## src/rtl/dmux4way16_router.sv

```systemverilog
// Registered 1-to-4 valid/ready router: sel steers each input word into one of four one-entry channel registers.
// Optional per-channel delivery counters are enabled by defining DMUX4WAY16_ROUTER_COUNT_EN.
module dmux4way16_router #(
    parameter int WIDTH = 16
) (
    input  logic             clk,
    input  logic             reset,
    input  logic [WIDTH-1:0] in,
    input  logic [1:0]       sel,
    input  logic             in_valid,
    output logic             in_ready,
    output logic [WIDTH-1:0] a,
    output logic [WIDTH-1:0] b,
    output logic [WIDTH-1:0] c,
    output logic [WIDTH-1:0] d,
    output logic             a_valid,
    output logic             b_valid,
    output logic             c_valid,
    output logic             d_valid,
    input  logic             a_ready,
    input  logic             b_ready,
    input  logic             c_ready,
    input  logic             d_ready
`ifdef DMUX4WAY16_ROUTER_COUNT_EN
    ,
    input  logic             cnt_clr,
    output logic [15:0]      cnt_a,
    output logic [15:0]      cnt_b,
    output logic [15:0]      cnt_c,
    output logic [15:0]      cnt_d
`endif
);

    typedef enum logic {
        EMPTY = 1'b0,
        FULL  = 1'b1
    } state_t;

    state_t           state [4];
    logic [WIDTH-1:0] data  [4];
    logic [3:0]       rdy;
    logic [3:0]       vld;
    logic             take;

    always_comb begin
        rdy = {d_ready, c_ready, b_ready, a_ready};
        vld = '0;
        for (int unsigned i = 0; i < 4; i++) begin
            vld[i] = (state[i] == FULL);
        end
    end

    // A full channel that drains this cycle can be refilled in the same cycle.
    assign in_ready = ~vld[sel] | rdy[sel];
    assign take     = in_valid & in_ready;

    always_ff @(posedge clk or posedge reset) begin
        if (reset) begin
            for (int unsigned i = 0; i < 4; i++) begin
                state[i] <= EMPTY;
                data[i]  <= '0;
            end
        end else begin
            for (int unsigned i = 0; i < 4; i++) begin
                if (take && (sel == 2'(i))) begin
                    state[i] <= FULL;
                    data[i]  <= in;
                end else if (state[i] == FULL && rdy[i]) begin
                    state[i] <= EMPTY;
                end
            end
        end
    end

    assign a       = data[0];
    assign b       = data[1];
    assign c       = data[2];
    assign d       = data[3];
    assign a_valid = vld[0];
    assign b_valid = vld[1];
    assign c_valid = vld[2];
    assign d_valid = vld[3];

`ifdef DMUX4WAY16_ROUTER_COUNT_EN
    logic [15:0] cnt [4];

    // Clear wins over a simultaneous drain; counters wrap naturally at 16 bits.
    always_ff @(posedge clk or posedge reset) begin
        if (reset) begin
            for (int unsigned i = 0; i < 4; i++) begin
                cnt[i] <= '0;
            end
        end else begin
            for (int unsigned i = 0; i < 4; i++) begin
                if (cnt_clr) begin
                    cnt[i] <= '0;
                end else if (vld[i] && rdy[i]) begin
                    cnt[i] <= cnt[i] + 16'd1;
                end
            end
        end
    end

    assign cnt_a = cnt[0];
    assign cnt_b = cnt[1];
    assign cnt_c = cnt[2];
    assign cnt_d = cnt[3];
`endif

endmodule

```

## config.mk

```make
export PLATFORM = sky130hd
export DESIGN_NAME = dmux4way16_router
export DESIGN_NICKNAME = d
export VERILOG_FILES = /design/src/rtl/dmux4way16_router.sv
export SDC_FILE = /design/constraint.sdc
export NUM_CORES = 1
export LEC_CHECK = 0
export BUFFER_PORTS_ARGS = -buffer_cell sky130_fd_sc_hd__buf_2
export CAP_MARGIN = 40
export CORE_AREA = 2 2 81 76
export CTS_BUF_LIST = sky130_fd_sc_hd__clkbuf_2
export CTS_CLUSTER_DIAMETER = 150
export DETAILED_ROUTE_END_ITERATION = 8
export DIE_AREA = 0 0 83 78
export GPL_ROUTABILITY_DRIVEN = 0
export GPL_TIMING_DRIVEN = 0
export HOLD_SLACK_MARGIN = 0.06
export PLACE_DENSITY = 0.77
export SLEW_MARGIN = 20
export SYNTH_ARGS = -nofsm -noshare
export SYNTH_HDL_FRONTEND = slang
export SYNTH_SLANG_ARGS = --single-unit
```

## constraint.sdc

```tcl
create_clock -name clk -period 5.35 [get_ports clk]
set_input_delay 1.3375 -clock clk [delete_from_list [all_inputs] [get_ports clk]]
set_output_delay 1.3375 -clock clk [all_outputs]
set_load 0.02 [all_outputs]
```

Yosys cells after proc, flatten, opt, wreduce, memory -nomap -nowiden:

Cells that the tools add are included.

* register bits after elaboration: 68
* word-level logic and storage cells: 40
* bits of input ports: 25

* $lt $le $gt $ge: 1
* reductions and logical operators: 13
* equal/unequal tests: 3
* muxes and demuxes: 12
* bitwise operators: 3

Operators by type and width (number)
* $mux W1: 10
* $logic_and A1 B1 Y1: 8
* $reduce_bool A2 Y1: 4
* $bmux W1 S2: 2
* $eq A2 B2 Y1 const B: 2
* $lt A2 B3 Y1 const B: 1
* $eq A2 B1 Y1 const B: 1
* $logic_not A2 Y1: 1
* $and A1 B1 Y1: 1
* $not A1 Y1: 1
* $or A1 B1 Y1: 1

Depth between registers and ports, before layout:

Gate-level depths: netlist of run 1.

* word-level depth: 7
* mapped depth: 5
* gate-level depth less buffers: 3

Worst setup path after synthesis of run 1:

OpenSTA, ideal clock, no wires.

* kind: input to output
* start: input port a_ready
* end: output port in_ready
* buffers on the path: 0
* arrival: 2.137 ns
* stages: 2
* path slack: 1.876 ns
* cell sequence: nand2b_1 mux4_1

* longest elaborated chain between the ends: 3

RTL lines
* start, declared: line 20 `input logic a_ready,`
* $bmux W1 S2: line 54 `assign in_ready = ~vld[sel] | rdy[sel];`
* $mux W1 (implied by the code): line 54
* $or A1 B1 Y1: line 54
* end, declared: line 11 `output logic in_ready,`

No other way between the ends. The select of a mux whose other input is x is not followed.

Worst setup path after layout of run 1:

Same ends and word-level chain as after synthesis.

==> results.yml, run 1 <==
timing:
  setup_tns_ns: 0
  hold_viol: 0
  period_share: 0.6835
  worst_clock_skew_ns: 0.02680
  finalCriticalPeriod_ns: 3.657
  max_slew.worst_pin.slew_ns: 0.5319
  setup_ws_ns: 1.693
  slew_viol_final: 0
  slew_headroom: 0.6450
  fmax_mhz: 273.5
  rsz0062_at_grt: "false"
  setup_viol: 0
floorplanning:
  dieArea_um2: 6474
  die_x_um: 83
  ios: 94
  row_count: 26
  initial_core_util: 0.4906
  die_h_um: 78
  core_um2: 5563
setup_path:
  r2r-start: "b_valid"
  crit_path_end_kind: "output port"
  crit_fanout: 3
  start_kind: "input pin"
  crit_type: "in2out"
  required_ns: 4.01
  crit_arrival_ns: 2.32
  critPathLaunch: "a_ready"
placement:
  portBuffers: 93
  dp_slack_ns: 1.692
  hpwl_um: 3737
power:
  ir_worst_vdd_v: 0.0002371
  power.density_nw_per_um2: 402.6
  power_leakage_nw: 1.694
  power.total_w: 0.001379
layout:
  nets: 286
  area_growth_pct: 25.54
  drive_gt1_frac: 0.6842
  antennaDiodeCount: 0
  fillers: 430
  final_util: 0.6158
  multi_input_comb_area_um2: 938.4
  final-seq-area_um2: 1702
synthesis:
  syn_area_um2: 2729
  synth-seq-cells: 68
  syn_inst: 156
  synth_cell_types: 20
  ys_seq_area_frac: 0.6236
  synth_area_per_cell_um2: 17.49
  syn-num-nets: 181
  yosys_warnings: 0
clock_tree:
  cts_setup_buffers: 0
  cts-root-buf: "clkbuf_2"
  post_cts_resized: 0
  clk_path_buf_depth: 2
  cts_buffers: 9
  clk_pin_slew_worst_paths_ns: 0.19
  clk_latency_ns: 0.49
  cts_htree_levels: 3
  clock-sinks: 68
  ctsHoldBuffers: 0
  cts_tree: "done"
route:
  wl_per_cell_um: 15.64
  drt-total-wl_um: 5255
  drt_pass1_iterations: 4
  vias_per_cell: 4.890
  vias: 1643
  ant_nets: 0
  drc: 0
  drt_iter0_markers: 49
min_path:
  min_from: "d[10]"
  hold_path_class: "reg2reg"
global_routing:
  grt_max_degree: 59
  grt_pass1_vias: 1716
  grt.overflow.total: 0
  antenna_found_initial: 0
  grt_pass1_wl_um: 8776
  grt_util_all_layers: 0.1785
job:
  cap_violations: 0
outcome:
  status: "finished clean"
## path summary, 6_finish.rpt
path                                 end  slack [ns]  depth (start not counted)
max in group asynchronous           a[7]        4.10                          3
worst max-delay path            in_ready        1.69                          4
worst max register to register      b[2]        3.70                          4
worst min-delay path               d[10]        0.52                          1
worst min register to register     d[10]        0.52                          1
min in group asynchronous          b[13]        0.72                          2
## per-layer routing
metal | routed length (µm) | vias to the layer above | GRT usage
li1 | - | 764 | -
met1 | 2398 | 801 | 0.2269
met2 | 2270 | 71 | 0.2581
met3 | 529 | 7 | 0.1032
met4 | 57 | 0 | 0.05574
met5 | 0 | - | 0
## layout by cell type, fill, tap and decap left out
cell	n
inv_6	1
buf_6	2
nand2_2	1
buf_16	1
clkbuf_2	10
nand2_1	4
and3_1	1
clkinv_4	1
buf_2	93
mux2_2	42
nand3_1	1
nor3b_4	1
bufinv_16	1
mux2_1	2
clkinv_1	1
buf_8	1
mux2_4	20
nand2b_1	4
nor2b_1	1
inv_4	1
mux4_1	1
o21ai_0	1
clkinv_2	1
buf_12	2
clkinvlp_4	1
nor2b_2	1
dfrtp_1	68
nand3b_4	1
buf_4	1
## stage by stage
stage	instances	hold slack [ns]	area [µm²]
2_1_floorplan	156	0.6095	2729
3_3_place_gp	319	0.4662	3282
3_5_place_dp	320	0.4747	3312
4_1_cts	336	0.5172	3426
5_1_grt	336	0.5460	3426
6_report	336	0.5171	3426
## worst max-delay path, cell delays in order
cell	delay, ns
buf_2	0.09
nand2b_1	0.20
mux4_1	0.52
buf_2	0.17
## final cells by class
type | count | share of cell area
clock inverter | 6 | 0.01863
clock buffer | 10 | 0.01461
timing repair buffer | 94 | 0.1439
multi-input combinational | 81 | 0.2739
tap | 70 | 0.02557
buffer | 6 | 0.02484
sequential | 68 | 0.4967
inverter | 1 | 0.001826
## synthesized netlist by cell type (all sizes together)
library cell | number | area share
and3 | 1 | 0.0023
buf | 6 | 0.031
dfrtp | 68 | 0.62
inv | 1 | 0.0014
mux2 | 64 | 0.29
mux4 | 1 | 0.0096
nand2 | 5 | 0.0078
nand2b | 4 | 0.0092
nand3 | 1 | 0.0018
nand3b | 1 | 0.0073
nor2b | 2 | 0.0055
nor3b | 1 | 0.0069
o21ai | 1 | 0.0018
## state kept, by name (all words and copies together) (netlist names)
signal / count
a: 16
b: 16
c: 16
d: 16
a_valid: 1
b_valid: 1
c_valid: 1
d_valid: 1
## report_power, final
| part | switching [W] | internal, W | total (W) |
|---|---|---|---|
| sequential | 0.0000521 | 0.000617 | 0.000669 |
| clock | 0.000184 | 0.000110 | 0.000294 |
| combinational | 0.000232 | 0.000184 | 0.000416 |
## cell families (layout without fill, tap and decap cells)
logic type / Yosys count / in the layout / share of synthesized area
AO/OA/AOI/OAI: 1 / 1 / 0.001832
buffers and inverters: 7 / 117 / 0.03255
flip-flops: 68 / 68 / 0.6236
multiplexers: 65 / 65 / 0.3012
AND/OR/NAND/NOR: 15 / 15 / 0.04081
(Power assumes the default switching activity.)
==> inputs of run 2 (changes only) <==
--- a/config.mk
+++ b/config.mk
@@ -5,17 +5,18 @@
 export SDC_FILE = /design/constraint.sdc
 export NUM_CORES = 1
 export LEC_CHECK = 0
+export ABC_AREA = 1
 export BUFFER_PORTS_ARGS = -buffer_cell sky130_fd_sc_hd__buf_2
 export CAP_MARGIN = 40
-export CORE_AREA = 2 2 81 76
+export CORE_AREA = 2 2 87 81
 export CTS_BUF_LIST = sky130_fd_sc_hd__clkbuf_2
 export CTS_CLUSTER_DIAMETER = 150
 export DETAILED_ROUTE_END_ITERATION = 8
-export DIE_AREA = 0 0 83 78
+export DIE_AREA = 0 0 89 83
 export GPL_ROUTABILITY_DRIVEN = 0
 export GPL_TIMING_DRIVEN = 0
 export HOLD_SLACK_MARGIN = 0.06
-export PLACE_DENSITY = 0.77
+export PLACE_DENSITY = 0.76
 export SLEW_MARGIN = 20
 export SYNTH_ARGS = -nofsm -noshare
 export SYNTH_HDL_FRONTEND = slang
==> constraint.sdc (replaced) <==
create_clock -name clk -period 3.3 [get_ports clk]
set_input_delay 0.825 -clock clk [delete_from_list [all_inputs] [get_ports clk]]
set_output_delay 0.825 -clock clk [all_outputs]
set_load 0.02 [all_outputs]
==> run 2 against run 1 <==
Utilization down 3.8 points. Non-clock buffer count rose by 16. Die area rose by 14%. Critical endpoint unchanged. Power is 57% higher.
==> results.yml, run 2 <==
setup_path:
  cpLargestDelayFamily: "buffers and inverters"
  crit_fanout: 10
  max_stage_delay_ns: 0.22
  regToRegEndpoint: "c[6]"
  r2r_setup_slack_ns: 1.86
  cp_cell_sequence: "buf_6 -> nor2_8 -> nand2_2 -> nand2_2 -> nor2_4 -> nand2_8 -> buf_2 -> buf_2"
  crit_path_end_kind: "output port"
  start_kind: "input pin"
  crit_arrival_ns: 1.87
  r2r-start: "d_valid"
  required_ns: 2.47
  worst-path-buf-inv: 3
  cp_slowest_cell: "buf_2"
  r2r.worst_path.cells: 9
  crit_type: "in2out"
floorplanning:
  dieArea_um2: 7387
  core_um2: 6446
  ios: 94
  row_count: 28
  die_x_um: 89
  die_h_um: 83
  initial_core_util: 0.4726
global_routing:
  grt_pass1_vias: 2638
  grt.overflow.total: 0
  antenna_found_initial: 0
  grt_pass1_wl_um: 12850
  grt_max_degree: 54
  grt_util_all_layers: 0.2244
clock_tree:
  cts_setup_buffers: 0
  cts_tree: "done"
  cts_htree_levels: 3
  clk_path_buf_depth: 2
  cts_buffers: 9
  clock-sinks: 68
  post_cts_resized: 0
  clk_latency_ns: 0.49
  clk_pin_slew_worst_paths_ns: 0.18
  ctsHoldBuffers: 0
  cts-root-buf: "clkbuf_2"
route:
  drt-total-wl_um: 7943
  wl_per_cell_um: 15.30
  drc: 0
  vias_per_cell: 5.231
  ant_nets: 0
  drt_iter0_markers: 211
  vias: 2715
  drt_pass1_iterations: 5
timing:
  slew_viol_final: 0
  setup_tns_ns: 0
  max_slew.worst_pin.slew_ns: 0.4177
  fmax_mhz: 370.8
  slew_headroom: 0.7213
  rsz0062_at_grt: "false"
  worst_clock_skew_ns: 0.01400
  finalCriticalPeriod_ns: 2.697
  setup_viol: 0
  period_share: 0.8172
  hold_viol: 0
power:
  sw_frac_of_total: 0.3919
  pwr-share-clk: 0.181
  power.net_switching_w: 0.0008513
  p_int_w: 0.001321
  p_comb_frac: 0.320
  power.density_nw_per_um2: 583.4
  power_leakage_nw: 2.068
  ir_worst_vdd_v: 0.0002670
  seq_power_share: 0.499
synthesis:
  yosys_warnings: 0
  yosys-top-cells-count: "nand2_1, dfrtp_1, nand4_1"
  syn_area_um2: 3047
  ys.flop_type: "dfrtp_1"
  synthArstFlopShare: 1.000
  synth_area_per_cell_um2: 9.462
  synth-seq-cells: 68
  netlist.area_leader.share: 0.5585
  synth_cell_types: 22
  syn-num-nets: 347
  synth_top_area_cell: "dfrtp_1"
  ys_seq_area_frac: 0.5585
  yosys.cell_count.top_type: "nand2_1"
  synth_edf_count: 0
  syn_inst: 322
  synthTopCellsByArea: "dfrtp_1, nand2_1, nand4_1"
placement:
  dp_cells: 503
  placed_area_um2: 3640
  portBuffers: 90
  hpwl_um: 5910
min_path:
  hold_path_class: "in2async"
layout:
  nets: 449
  antennaDiodeCount: 0
  layout_common_cells: "nand2_1, buf_2, dfrtp_1"
  fin_cells: 519
  drive_gt1_frac: 0.3357
  area_growth_pct: 22.22
  design_area_um2: 3724
  final_common_cell: "nand2_1"
job:
  cap_violations: 0
outcome:
  status: "finished clean"
==> run 2: changes by cell type in the layout (fill, tap and decap cells not counted), sizes merged, moves of 2 or more <==
| cell | before | now |
|---|---|---|
| nand2 | 5 | 142 |
| mux2 | 64 | 0 |
| nand4 | 0 | 64 |
| buf | 100 | 112 |
| inv | 2 | 8 |
| nand3 | 1 | 7 |
| clkbuf | 10 | 15 |
| nand2b | 4 | 0 |
| nor2 | 0 | 4 |
| o21ai | 1 | 4 |
| nor2b | 2 | 0 |
==> run 2: layout make-up <==
class / instances / area [µm²]
inverters: 8 / 35.03
well taps: 90 / 112.6
clock buffers: 11 / 55.05
repair buffers: 91 / 478.0
clock inverters: 5 / 28.78
flip-flops and latches: 68 / 1702
multi-input cells: 221 / 1114
plain buffers: 25 / 198.9
fillers: 639 / 2723
==> run 2: metrics by stage <==
stage	util	hold slack (ns)	power, W	setup WS (ns)
final	0.5776	0.2431	0.002172	0.6033
after global routing	0.5776	0.2392	0.002298	0.5165
after CTS	0.5776	0.2225	0.002183	0.6053
after detailed placement	0.5646	0.4537	0.001798	0.6096
after global placement	0.5600	0.4489	0.001778	-0.002192
after floorplan	-	0.5777	0.001531	0.7635
==> run 2: how the worst max path moves through the flow <==
| stage | startpoint | endpoint | slack [ns] | cells after the start |
|---|---|---|---|---|
| final | sel[0] | in_ready | 0.60 | 8 |
| after global routing | sel[0] | in_ready | 0.52 | 8 |
| after floorplan | reset | a[0] | 0.76 | 1 |
| after detailed placement | sel[0] | in_ready | 0.61 | 8 |
| after CTS | sel[0] | in_ready | 0.61 | 8 |
| after global placement | reset | c[3] | -0.002 | 2 |
==> run 2: power groups by stage <==
stage / clock network [W] / registers (W) / logic (W)
3_5_place_dp: 0 / 0.00110 / 0.000699
6_report: 0.000393 / 0.00108 / 0.000694
5_1_grt: 0.000433 / 0.00110 / 0.000763
4_1_cts: 0.000399 / 0.00108 / 0.000700
2_1_floorplan: 0 / 0.00130 / 0.000235
3_3_place_gp: 0 / 0.00110 / 0.000679
==> run 2: per-layer routing <==
layer  part of all wire  track usage  vias to the layer above
li1                   -            -                     1296
met1               0.45       0.3266                     1293
met2               0.46       0.3331                      111
met3              0.070      0.04274                       15
met4              0.016      0.08141                        0
met5                  0            0                        -
==> run 2: logic make-up (layout without fill, tap and decap cells) <==
| family | count (synthesis) | count (layout) | synth area share |
|---|---|---|---|
| flip-flops | 68 | 68 | 0.5585 |
| buffers and inverters | 33 | 140 | 0.07597 |
| AO/OA/AOI/OAI | 4 | 4 | 0.006571 |
| AND/OR/NAND/NOR | 217 | 217 | 0.3589 |
